**config.mk**
```make
export PLATFORM = sky130hd
export DESIGN_NAME = time_base_gen
export DESIGN_NICKNAME = d
export VERILOG_FILES = /design/src/rtl/time_base_pkg.sv /design/src/rtl/time_base_gen_mt_gen.sv /design/src/rtl/time_base_gen.sv
export SDC_FILE = /design/constraint.sdc
export NUM_CORES = 1
export LEC_CHECK = 0
export CORE_ASPECT_RATIO = 0.75
export CORE_MARGIN = 2
export CORE_UTILIZATION = 25
export DETAILED_ROUTE_END_ITERATION = 10
export GPL_TIMING_DRIVEN = 0
export PLACE_DENSITY_LB_ADDON = 0.25
export SLEW_MARGIN = 0
export SYNTH_ARGS = -nofsm -noshare
export SYNTH_HDL_FRONTEND = slang
export SYNTH_SLANG_ARGS = --single-unit
```
**constraint.sdc**
```tcl
create_clock -name clk -period 3.9 [get_ports clk]
set_clock_uncertainty 0.1 [all_clocks]
set_input_delay 0.78 -clock clk [delete_from_list [all_inputs] [get_ports clk]]
set_output_delay 0.78 -clock clk [all_outputs]
set_load 0.005 [all_outputs]
```
**src/rtl/time_base_pkg.sv**
```systemverilog
// Shared types and default sizes for the time base generator.
package time_base_pkg;

  localparam int unsigned CNT_W_DEF   = 64;
  localparam int unsigned PRESC_W_DEF = 16;
  localparam int unsigned SLOT_W_DEF  = 16;

  typedef enum logic {
    ST_IDLE  = 1'b0,
    ST_ARMED = 1'b1
  } set_state_t;

endpackage

```
**src/rtl/time_base_gen_mt_gen.sv**
```systemverilog
// Macrotick event source: internal prescaler or external mtclk rising edge.
module mt_gen
  import time_base_pkg::*;
#(
  parameter int unsigned PRESC_W = PRESC_W_DEF
) (
  input  logic               clk,
  input  logic               reset_n,
  input  logic               mtclk,
  input  logic               mt_sel,
  input  logic [PRESC_W-1:0] presc_div,
  output logic               mt_evt_c
);

  logic [PRESC_W-1:0] presc;
  logic [PRESC_W-1:0] presc_d;
  logic               mtclk_q;
  logic               sel_q;
  logic               sel_chg;

  // Event decode; a source switch restarts the prescaler and drops that cycle's event.
  always_comb begin
    sel_chg  = (mt_sel != sel_q);
    presc_d  = '0;
    mt_evt_c = 1'b0;
    if (!sel_chg) begin
      if (mt_sel) begin
        mt_evt_c = mtclk & ~mtclk_q;
      end else if (presc == presc_div) begin
        mt_evt_c = 1'b1;
      end else begin
        presc_d = presc + PRESC_W'(1);
      end
    end
  end

  // Prescaler, mtclk history and source history; mtclk_q resets high so a held-high mtclk is no edge.
  always_ff @(posedge clk or negedge reset_n) begin
    if (!reset_n) begin
      presc   <= '0;
      mtclk_q <= 1'b1;
      sel_q   <= 1'b0;
    end else begin
      presc   <= presc_d;
      mtclk_q <= mtclk;
      sel_q   <= mt_sel;
    end
  end

endmodule

```
**src/rtl/time_base_gen.sv**
```systemverilog
// Global time counter with immediate/deferred load and slot tick generation.
module time_base_gen
  import time_base_pkg::*;
#(
  parameter int unsigned CNT_W   = CNT_W_DEF,
  parameter int unsigned PRESC_W = PRESC_W_DEF,
  parameter int unsigned SLOT_W  = SLOT_W_DEF
) (
  input  logic               clk,
  input  logic               reset_n,
  input  logic               mtclk,
  input  logic               mt_sel,
  input  logic [PRESC_W-1:0] presc_div,
  input  logic               set_req,
  input  logic               set_mode,
  input  logic [CNT_W-1:0]   new_time,
  input  logic [CNT_W-1:0]   reconf_time,
  input  logic               set_cancel,
  input  logic [SLOT_W-1:0]  slot_len,
  output logic [CNT_W-1:0]   time_cnt,
  output logic               mt_pulse,
  output logic               slot_tick,
  output logic [SLOT_W-1:0]  slot_cnt,
  output logic               set_ack,
  output logic               set_pending
);

  logic               evt_c;
  set_state_t         state, state_d;
  logic [CNT_W-1:0]   time_d;
  logic [SLOT_W-1:0]  slot_d;
  logic               pulse_d, tick_d, ack_d, pend_d;
  logic [CNT_W-1:0]   lat_new, lat_new_d;
  logic [CNT_W-1:0]   lat_reconf, lat_reconf_d;
  logic               load;
  logic [CNT_W-1:0]   load_val;

  mt_gen #(.PRESC_W(PRESC_W)) u_mt_gen (
    .clk       (clk),
    .reset_n   (reset_n),
    .mtclk     (mtclk),
    .mt_sel    (mt_sel),
    .presc_div (presc_div),
    .mt_evt_c  (evt_c)
  );

  // Set FSM next state plus next counter/slot/pulse values; a load overrides the increment.
  always_comb begin
    state_d      = state;
    time_d       = time_cnt;
    slot_d       = slot_cnt;
    pulse_d      = evt_c;
    tick_d       = 1'b0;
    ack_d        = 1'b0;
    lat_new_d    = lat_new;
    lat_reconf_d = lat_reconf;
    load         = 1'b0;
    load_val     = new_time;

    case (state)
      ST_IDLE: begin
        if (set_req) begin
          if (!set_mode) begin
            load     = 1'b1;
            load_val = new_time;
          end else begin
            lat_new_d    = new_time;
            lat_reconf_d = reconf_time;
            state_d      = ST_ARMED;
          end
        end
      end
      ST_ARMED: begin
        if (set_cancel) begin
          state_d = ST_IDLE;
        end else if (evt_c && (time_cnt == lat_reconf)) begin
          load     = 1'b1;
          load_val = lat_new;
          state_d  = ST_IDLE;
        end
      end
      default: state_d = ST_IDLE;
    endcase

    if (load) begin
      time_d = load_val;
      slot_d = '0;
      tick_d = (slot_len != '0);
      ack_d  = 1'b1;
    end else if (evt_c) begin
      time_d = time_cnt + CNT_W'(1);
      if (slot_len != '0) begin
        if (slot_cnt >= slot_len - SLOT_W'(1)) begin
          slot_d = '0;
          tick_d = 1'b1;
        end else begin
          slot_d = slot_cnt + SLOT_W'(1);
        end
      end
    end

    if (slot_len == '0) begin
      slot_d = '0;
    end

    pend_d = (state_d == ST_ARMED);
  end

  // State and output registers.
  always_ff @(posedge clk or negedge reset_n) begin
    if (!reset_n) begin
      state       <= ST_IDLE;
      time_cnt    <= '0;
      slot_cnt    <= '0;
      mt_pulse    <= 1'b0;
      slot_tick   <= 1'b0;
      set_ack     <= 1'b0;
      set_pending <= 1'b0;
      lat_new     <= '0;
      lat_reconf  <= '0;
    end else begin
      state       <= state_d;
      time_cnt    <= time_d;
      slot_cnt    <= slot_d;
      mt_pulse    <= pulse_d;
      slot_tick   <= tick_d;
      set_ack     <= ack_d;
      set_pending <= pend_d;
      lat_new     <= lat_new_d;
      lat_reconf  <= lat_reconf_d;
    end
  end

endmodule
```
==> results.toml, run 1 <==
[worst_setup_path]
crit_cells = 9
critPathMostFrequentCell = "clkbuf_1"
start_kind = "input pin"
path_cells = "clkdlybuf4s50_1, or3b_2, clkbuf_1, and2_1, o21a_1, clkbuf_1, buf_1, a2111oi_0, a221o_1"
crit_type = "in -> reg"
cpLargestDelayFamily = "buffers and inverters"
endpoint = "time_cnt[7]"
cp-startpoint = "set_req"
critPathArrivalTime_ns = 4.16
critPathMaxFanout = 10
rr_worst_depth = 10
critPathBufInv = 4
reg2reg_from = "time_cnt[33]"
end_kind = "register"
r2r-end = "time_cnt[50]"
slowest_delay_ns = 0.76
slowest_stage = "buf_1"
worstPathRequired_ns = 4.26
r2r_slack_ns = 0.12

[routing]
routed_via_density = 5.18
wl_um = 52400
ant_nets = 0
drtIter0Drc = 1024
wl_per_cell_um = 23.9
drt_drc_violations_left = 0
dr.pass1.iters = 7
num_vias = 11400

[grt]
overflow = 0
grt_max_degree = 91
grt_pass1_wl_um = 76500
antenna_found_initial = 5
grt_pass1_vias = 11300
grt.total_usage_pct = 19.7

[die]
fp.dieW_um = 263
io_pins = 251
core-area_sq_mm = 0.0500
die_h_um = 199
initial_core_util_pct = 25.2
num_rows = 71
dieArea_sq_mm = 0.0523

[placed_design]
gp_congestion = 0.912
dpl.hpwl_um = 39400
dp.cells = 2129
numPortBuffers = 250

[timing]
finalHoldWorstSlack_ns = 0.0446
setup_tns_ns = 0
layout_min_cycle_time_ns = 3.79
fmax_ghz = 0.264
relSlewSlack_pct = 34.0
max_slew.worst_pin.slew_ns = 0.990
hold_viol_final = 0
drv_slew = 0
rsz0062_at_grt = "no"
period_share_pct = 97.3
setup_violations = 0

[logic_synthesis]
ys_async_sr_fraction_pct = 100
syn_area_sq_mm = 0.0126
yosysUniqueCellTypes = 66
synth-edff-count = 0
ys_ff_latch = 230
syn_nets = 1407
synth_top_flop_cell = "dfrtp_1"
syn_avg_cell_area_sq_um = 10.3
yosys_warnings = 0
synth_seq_area_share_pct = 45.6
syn_inst = 1220

[power_and_ir_drop]
peakVddDrop_mv = 0.354
power_leakage_nw = 6.67
power_density_mw_per_mm2 = 432

[clock_tree]
clock-sinks = 230
clockBufferDepth = 3
clock_insertion_delay_worst_skew_ns = 0.58
hold_buffers = 0
cts_tree = "built"
cts_root_buffer = "clkbuf_16"
clk_pin_slew_ns = 0.06
htreeDepth = 1
numCtsBuffers = 27

[cells_and_area]
nNetsFinal = 1700
final_cells = 2193
final_common_cell = "clkdlybuf4s50_1"
mostFrequentLayoutCells = "clkdlybuf4s50_1 (244), dfrtp_1 (229), mux2_2 (130)"
layout-drive-gt1-share_pct = 15.9
area_delta_synth_final_pct = 36.1

[worst_hold_path]
worstHoldPathType = "in -> async"

[run]
maxCapViolations = 0

[outcome]
status = "finished clean"
==> per-stage QoR <==
stage               util (%)  total power, mW  area (sq um)  worst slack (ns)
global route            34.3             7.74         17200           0.00164
finish                  34.3             7.41         17200             0.106
global placement        31.9             4.68         16000             -8.68
detailed placement      32.0             4.72         16000             -1.26
CTS                     34.1             7.46         17100           0.00971
floorplan                  -             3.89         12600            0.0464
==> what timing repair did <==
action	CTS	global route
resized for setup	19	27
pin swaps	6	9
setup endpoints to repair	67	38
cloned	1	0
buffers inserted	7	4
==> state kept, by name, summed over array words and instances, names as in the netlist <==
name and count:
lat_new 64, lat_reconf 64, mt_pulse 1, set_ack 1, slot_cnt 16, slot_tick 1, state 1, time_cnt 64
u_mt_gen.mtclk_q 1, u_mt_gen.presc 16, u_mt_gen.sel_q 1
==> kinds of logic after synthesis <==
group	synth area share (%)
and+or+nand+nor	16.4
DFF	45.6
AOI/OAI and AO/OA	12.2
muxes	12.6
xor gates and xnor gates	8.26
buffers and inverters	2.92
adders and majority gates	1.98
==> worst min-delay path by stage <==
stage / start / to / slack (ns) / cells past startpoint
2_1_floorplan: lat_new[47] / time_cnt[47] / 0.35 / 2
3_3_place_gp: lat_new[47] / time_cnt[47] / 0.36 / 2
3_5_place_dp: lat_new[0] / lat_new[0] / 0.39 / 1
4_1_cts: reset_n / lat_reconf[11] / 0.06 / 1
5_1_grt: reset_n / lat_reconf[11] / 0.08 / 1
6_report: reset_n / lat_reconf[11] / 0.04 / 1
==> where the power goes <==
part,internal (mW),leakage (nW),switching (mW)
Sequential,2.76,2.76,0.361
Combinational,0.866,3.44,0.713
Clock,1.58,0.466,1.13
==> layout make-up <==
class	count	area, sq um
Fill cell	5013	32900
Multi-Input combinational cell	894	6580
Sequential cell	230	5760
Timing Repair Buffer	264	2660
Tap cell	657	822
Clock buffer	38	807
Buffer	80	340
Clock inverter	11	126
Inverter	16	60.1
Antenna cell	3	7.51
==> Yosys cell counts, types with 10 or more instances <==
cell         n  area share, %
nor4_1      16           0.79
clkbuf_1    68            2.0
a2111oi_0   10           0.69
nand3_1     53            2.1
and3_1      15           0.74
a31oi_1     17           0.84
ha_1        20            2.0
a221oi_1    11           0.76
nor3_1      37            1.5
mux2_2     130             12
nand2_1     69            2.1
a222oi_1    20            1.6
dfrtp_1    229             45
o21ai_0     30            1.2
inv_1       15           0.45
or3_1       14           0.69
nand4_1     53            2.6
a21oi_1     40            1.6
mux2i_1     13            1.0
and2_1      18           0.89
xor2_1      31            2.2
a22oi_1     17            1.0
nor2_1      81            2.4
xnor2_1     88            6.1
==> per-layer routing <==
layer / wire (um) / share of wire [%] / vias to the layer above / GRT usage (%)
met5: 22 / 0.042 / - / 0
met4: 1380 / 2.6 / 4 / 5.08
met3: 4050 / 7.7 / 92 / 4.87
met2: 22700 / 43 / 456 / 30.4
met1: 24200 / 46 / 5667 / 27.6
li1: - / - / 5141 / -
(Power assumes the default switching activity.)
==> run 2, diff against run 1 <==
--- a/config.mk
+++ b/config.mk
@@ -5,6 +5,8 @@
 export SDC_FILE = /design/constraint.sdc
 export NUM_CORES = 1
 export LEC_CHECK = 0
+export CELL_PAD_IN_SITES_DETAIL_PLACEMENT = 1
+export CELL_PAD_IN_SITES_GLOBAL_PLACEMENT = 2
 export CORE_ASPECT_RATIO = 0.75
 export CORE_MARGIN = 2
 export CORE_UTILIZATION = 25
==> run 2 against run 1 <==
  * Clock power is 3% lower
  * Hold slack better by 0.36 ns
  * Global-route usage is 1.9 points higher
  * Critical path depth decreased by 1
  * Register-to-register slack improved by 0.06 ns
  * Highest routed layer unchanged
  * Critical endpoint unchanged
==> results.toml, run 2 (synthesis gave the netlist of run 1 again) <==
[outcome]
status = "finished clean"

[grt]
use_met3_pct = 4.25
antenna_found_initial = 3
grt_pass1_wl_um = 82700
use_met2_pct = 33.8
grt.total_usage_pct = 21.6
grtUsageMet1_pct = 31.0
overflow = 0
busiest_layer = "met2"
grt_max_degree = 108
grt_pass1_vias = 11900

[power_and_ir_drop]
peakVddDrop_mv = 0.292
p_sw_mw = 2.26
total_power_mw = 7.39
p_clk_share_pct = 35.5
power_leakage_nw = 6.66
internal-power_mw = 5.12
power_density_mw_per_mm2 = 431
p_seq_share_pct = 42.6
combPwrFrac_pct = 21.9
switching_share_pct = 30.6

[worst_setup_path]
path_cells = "clkdlybuf4s50_1, or3b_2, clkbuf_1, and2_1, o21a_1, clkbuf_1, a2111oi_0, a221o_1"
end_kind = "register"
start_kind = "input pin"
slowest_stage = "clkbuf_1"
critPathArrivalTime_ns = 4.16
worstPathRequired_ns = 4.24
critPathBufInv = 3
critPathMostFrequentCell = "clkbuf_1"
cpLargestDelayFamily = "buffers and inverters"
critPathMaxFanout = 10
crit_type = "in -> reg"
slowest_delay_ns = 0.68

[clock_tree]
clockBufferDepth = 3
clock_insertion_delay_worst_skew_ns = 0.59
clock-sinks = 230
cts_root_buffer = "clkbuf_16"
numCtsBuffers = 27
cts_tree = "built"
clk_pin_slew_ns = 0.06
htreeDepth = 1

[die]
core-area_sq_mm = 0.0500
initial_core_util_pct = 25.2
num_rows = 71
die_h_um = 199
fp.dieW_um = 263
io_pins = 251
dieArea_sq_mm = 0.0523

[placed_design]
gp_congestion = 0.850
numPortBuffers = 250
dpl.hpwl_um = 42800

[cells_and_area]
final_common_cell = "clkdlybuf4s50_1"
area_delta_synth_final_pct = 36.0
multi_input_area_sq_mm = 0.00661
reg_top3 = "lat_new (64), lat_reconf (64), time_cnt (64)"
antennaDiodeCount = 0
mostFrequentLayoutCells = "clkdlybuf4s50_1 (244), dfrtp_1 (229), mux2_2 (130)"
nFillCells = 5591
nNetsFinal = 1695
area.sequential_sq_mm = 0.00576
layout-drive-gt1-share_pct = 16.2

[timing]
setup_violations = 0
finalHoldWorstSlack_ns = 0.405
setup_tns_ns = 0
max_slew.worst_pin.slew_ns = 1.08
layout_min_cycle_time_ns = 3.82
fmax_ghz = 0.262
hold_viol_final = 0
rsz0062_at_grt = "yes"
drv_slew = 0
relSlewSlack_pct = 28.1
period_share_pct = 97.8

[worst_hold_path]
worstHoldPathType = "reg -> reg"

[routing]
drt_drc_violations_left = 0
routed_via_density = 5.22
drtIter0Drc = 1010
num_vias = 11400
wl_um = 57300
dr.pass1.iters = 5
wl_per_cell_um = 26.2
ant_nets = 0

[run]
maxCapViolations = 0
-- run 2: layer usage --
layer	wire, um	up-vias
met4	1100	6
met2	25100	384
met1	27600	5823
li1	-	5118
met3	3390	71
met5	35	-
-- run 2: final timing paths --
| check | cells after the start | startpoint | endpoint | slack (ns) |
|---|---|---|---|---|
| max | 8 | set_req | time_cnt[7] | 0.08 |
| min | 2 | lat_new[47] | time_cnt[47] | 0.41 |
| max reg2reg | 8 | time_cnt[2] | time_cnt[62] | 0.18 |
| min reg2reg | 2 | lat_new[47] | time_cnt[47] | 0.41 |
| max in group asynchronous | 4 | reset_n | u_mt_gen.presc[4] | 1.73 |
| min in group asynchronous | 2 | reset_n | lat_reconf[33] | 0.56 |
-- run 2: worst reg2reg max path: cells and delay by family (launching register included) --
kind                   cells  cell delay (ns)
AOI/OAI and AO/OA          2             0.28
buffers and inverters      1             0.41
DFF                        1             0.38
and+or+nand+nor            5             2.47
-- run 2: area by class of cell --
class | count | share of cell area (%)
Sequential cell | 230 | 33.6
Timing Repair Buffer | 266 | 15.7
Multi-Input combinational cell | 894 | 38.6
Tap cell | 657 | 4.79
Clock buffer | 39 | 4.67
Inverter | 16 | 0.350
Buffer | 73 | 1.85
Clock inverter | 10 | 0.525
-- run 2: timing repair --
action	in CTS	in global routing
pin swaps	8	11
setup endpoints to repair	81	73
resized for setup	30	33
hold buffers	1	0
endpoints found under the hold margin	40	0
setup buffers	8	3
gates cloned	1	1
-- run 2: power groups by stage --
stage | logic [mW] | clock network [mW] | registers, mW
finish | 1.62 | 2.62 | 3.14
global route | 1.75 | 2.77 | 3.19
CTS | 1.63 | 2.68 | 3.13
detailed placement | 1.61 | 0 | 3.17
global placement | 1.57 | 0 | 3.16
floorplan | 0.852 | 0 | 3.04
-- run 2: per-stage QoR --
stage	std cells	util (%)	cell area, sq um	setup slack (ns)
final	2185	34.3	17200	0.0841
after floorplan	1220	-	12600	0.0464
after CTS	2188	34.2	17100	0.00625
after global placement	2127	31.9	16000	-9.09
after detailed placement	2129	32.0	16000	-1.46
after global routing	2185	34.3	17200	-0.00519
==> run 3, diff against run 2 <==
--- a/config.mk
+++ b/config.mk
@@ -5,11 +5,13 @@
 export SDC_FILE = /design/constraint.sdc
 export NUM_CORES = 1
 export LEC_CHECK = 0
+export ABC_AREA = 1
 export CELL_PAD_IN_SITES_DETAIL_PLACEMENT = 1
 export CELL_PAD_IN_SITES_GLOBAL_PLACEMENT = 2
 export CORE_ASPECT_RATIO = 0.75
 export CORE_MARGIN = 2
 export CORE_UTILIZATION = 25
+export CTS_BUF_LIST = sky130_fd_sc_hd__clkbuf_4 sky130_fd_sc_hd__clkbuf_8 sky130_fd_sc_hd__clkbuf_16
 export DETAILED_ROUTE_END_ITERATION = 10
 export GPL_TIMING_DRIVEN = 0
 export PLACE_DENSITY_LB_ADDON = 0.25
==> run 3 against run 2 <==
  * Non-clock buffer count stayed put
  * Maximum frequency is 0.56% higher
  * Final area is 12% higher
  * Register-to-register slack hardly changed
  * Wire length is 21% higher
  * Hold slack worse by 0.40 ns
  * First-iteration DRC count is 14% higher
  * Synthesized area is 17% higher
  * Sequential power is 6% higher
  * Worst setup slack better by 0.021 ns
  * Clock-buffer cell count is 6 higher
  * Global-route usage is 0.92 points higher
  * Largest power group unchanged
  * Critical path type unchanged
==> results.toml, run 3 <==
[logic_synthesis]
synth_seq_area_share_pct = 39.1
yosys-top-cells-count = "nand2_1 (575), nor2_1 (394), inv_1 (266), dfrtp_1 (229), a21oi_1 (123)"
yosysMostFrequentCell = "nand2_1"
syn_nets = 2363
yosys_warnings = 0
ys_ff_latch = 230
syn_area_sq_mm = 0.0147
ys_async_sr_fraction_pct = 100
syn_avg_cell_area_sq_um = 6.77
synth_area_leader_cell = "dfrtp_1"
synth_area_leaders = "dfrtp_1 (39%), nand2_1 (15%), nor2_1 (10%)"
synth_top_cell_area_share_pct = 38.9
synth-edff-count = 0
syn_inst = 2176
yosysUniqueCellTypes = 39
synth_top_flop_cell = "dfrtp_1"

[die]
dieArea_sq_mm = 0.0609
num_rows = 77
io_pins = 251
core-area_sq_mm = 0.0586
die_h_um = 214
initial_core_util_pct = 25.2
fp.dieW_um = 284

[cells_and_area]
mostFrequentLayoutCells = "nand2_1 (575), nor2_1 (393), inv_1 (266)"
nNetsFinal = 2647
layout-drive-gt1-share_pct = 5.24
final_area_sq_mm = 0.0192
final_common_cell = "nand2_1"
reg_top3 = "lat_new (64), lat_reconf (64), time_cnt (64)"
fin_util_pct = 32.9
area_delta_synth_final_pct = 30.6
final_cells = 3270

[timing]
setup_violations = 0
drv_slew = 0
relSlewSlack_pct = 20.6
layout_min_cycle_time_ns = 3.79
setup_tns_ns = 0
hold_viol_final = 0
max_slew.worst_pin.slew_ns = 1.19
period_share_pct = 97.3
setup_ws_ns = 0.106
fmax_ghz = 0.264
finalHoldWorstSlack_ns = 0.000613

[placed_design]
dpl_cell_area_sq_mm = 0.0183
dp.cells = 3218
dpl.hpwl_um = 54700
numPortBuffers = 250
gp_congestion = 0.913
pre_cts_slack_ns = -0.587

[worst_setup_path]
worstPathRequired_ns = 4.24
slowest_stage = "clkdlybuf4s15_1"
slowest_delay_ns = 0.93
critPathBufInv = 4
end_kind = "register"
cpLargestDelayFamily = "buffers and inverters"
path_cells = "clkdlybuf4s50_1, nand3_1, clkdlybuf4s15_1, clkbuf_1, clkbuf_1, a21oi_1"
critPathMaxFanout = 10
critPathArrivalTime_ns = 4.13
crit_type = "in -> reg"
start_kind = "input pin"
critPathMostFrequentCell = "clkbuf_1"

[grt]
overflow = 0
antenna_found_initial = 1
grt_pass1_wl_um = 104000
grt_pass1_vias = 16300
grt_max_degree = 88
grt.total_usage_pct = 22.5

[routing]
ant_nets = 0
wl_per_cell_um = 21.1
routed_via_density = 4.75
drt_drc_violations_left = 0
wl_um = 69100
dr.pass1.iters = 7
num_vias = 15500
drtIter0Drc = 1151

[power_and_ir_drop]
power_density_mw_per_mm2 = 442
total_power_mw = 8.51
power_leakage_nw = 8.74
peakVddDrop_mv = 0.367

[clock_tree]
numCtsBuffers = 29
hold_buffers = 0
clock_insertion_delay_worst_skew_ns = 0.59
clk_pin_slew_ns = 0.06
clock-sinks = 230
clockBufferDepth = 3
htreeDepth = 1
cts_tree = "built"
cts_root_buffer = "clkbuf_16"

[worst_hold_path]
worstHoldPathType = "in -> async"

[outcome]
status = "finished clean"

[run]
maxCapViolations = 0
## run 3: cell count changes after synthesis, sizes merged, moves of 20 or more
cell and change:
nand2 +508, nor2 +318, inv +261, mux2 -102
a21oi +83, nand3 +68, xnor2 -63, xor2 +40
o21ai +34, a222oi -20
## run 3: worst paths after layout
path | depth (start not counted) | from | to | slack, ns
min in group clk | 2 | lat_new[26] | lat_new[26] | 0.38
max in group asynchronous | 2 | reset_n | lat_reconf[47] | 2.70
setup reg to reg | 13 | time_cnt[28] | time_cnt[31] | 0.19
setup / recovery | 6 | set_req | lat_new[7] | 0.11
hold / removal | 1 | reset_n | u_mt_gen.presc[0] | 0.0006
hold reg to reg | 2 | lat_new[26] | lat_new[26] | 0.38
## run 3: kinds of logic after synthesis
family,Yosys count,share of synthesized area [%]
fa+ha+maj,20,1.70
mux,28,2.14
xor+xnor,96,5.70
compound gates,206,7.16
simple gates,1233,34.6
buf+inv,363,9.62
flops,230,39.1
## run 3: timing repair
action,in CTS,in global routing
resized for setup,0,9
buffers inserted,0,1
setup endpoints to repair,0,19
## run 3: where the power goes
group / leakage (nW) / internal (mW) / switching [mW] / total (mW)
sequential: 2.80 / 2.81 / 0.512 / 3.33
clock: 0.463 / 1.54 / 1.15 / 2.69
combinational: 5.47 / 1.08 / 1.41 / 2.49
total: 8.74 / 5.44 / 3.07 / 8.51
## run 3: cell type report
| type | count | area, sq um |
|---|---|---|
| Fill cell | 7323 | 39300 |
| Multi-Input combinational cell | 1583 | 7580 |
| Sequential cell | 230 | 5760 |
| Timing Repair Buffer | 253 | 2570 |
| Inverter | 277 | 1040 |
| Tap cell | 790 | 988 |
| Clock buffer | 45 | 883 |
| Buffer | 86 | 390 |
| Clock inverter | 5 | 31.3 |
| Antenna cell | 1 | 2.50 |
## run 3: routing by layer
layer,wire (um),GRT usage (%)
met4,1170,3.96
met1,34100,33.4
met2,29700,34.1
met5,0,0
met3,4140,4.28
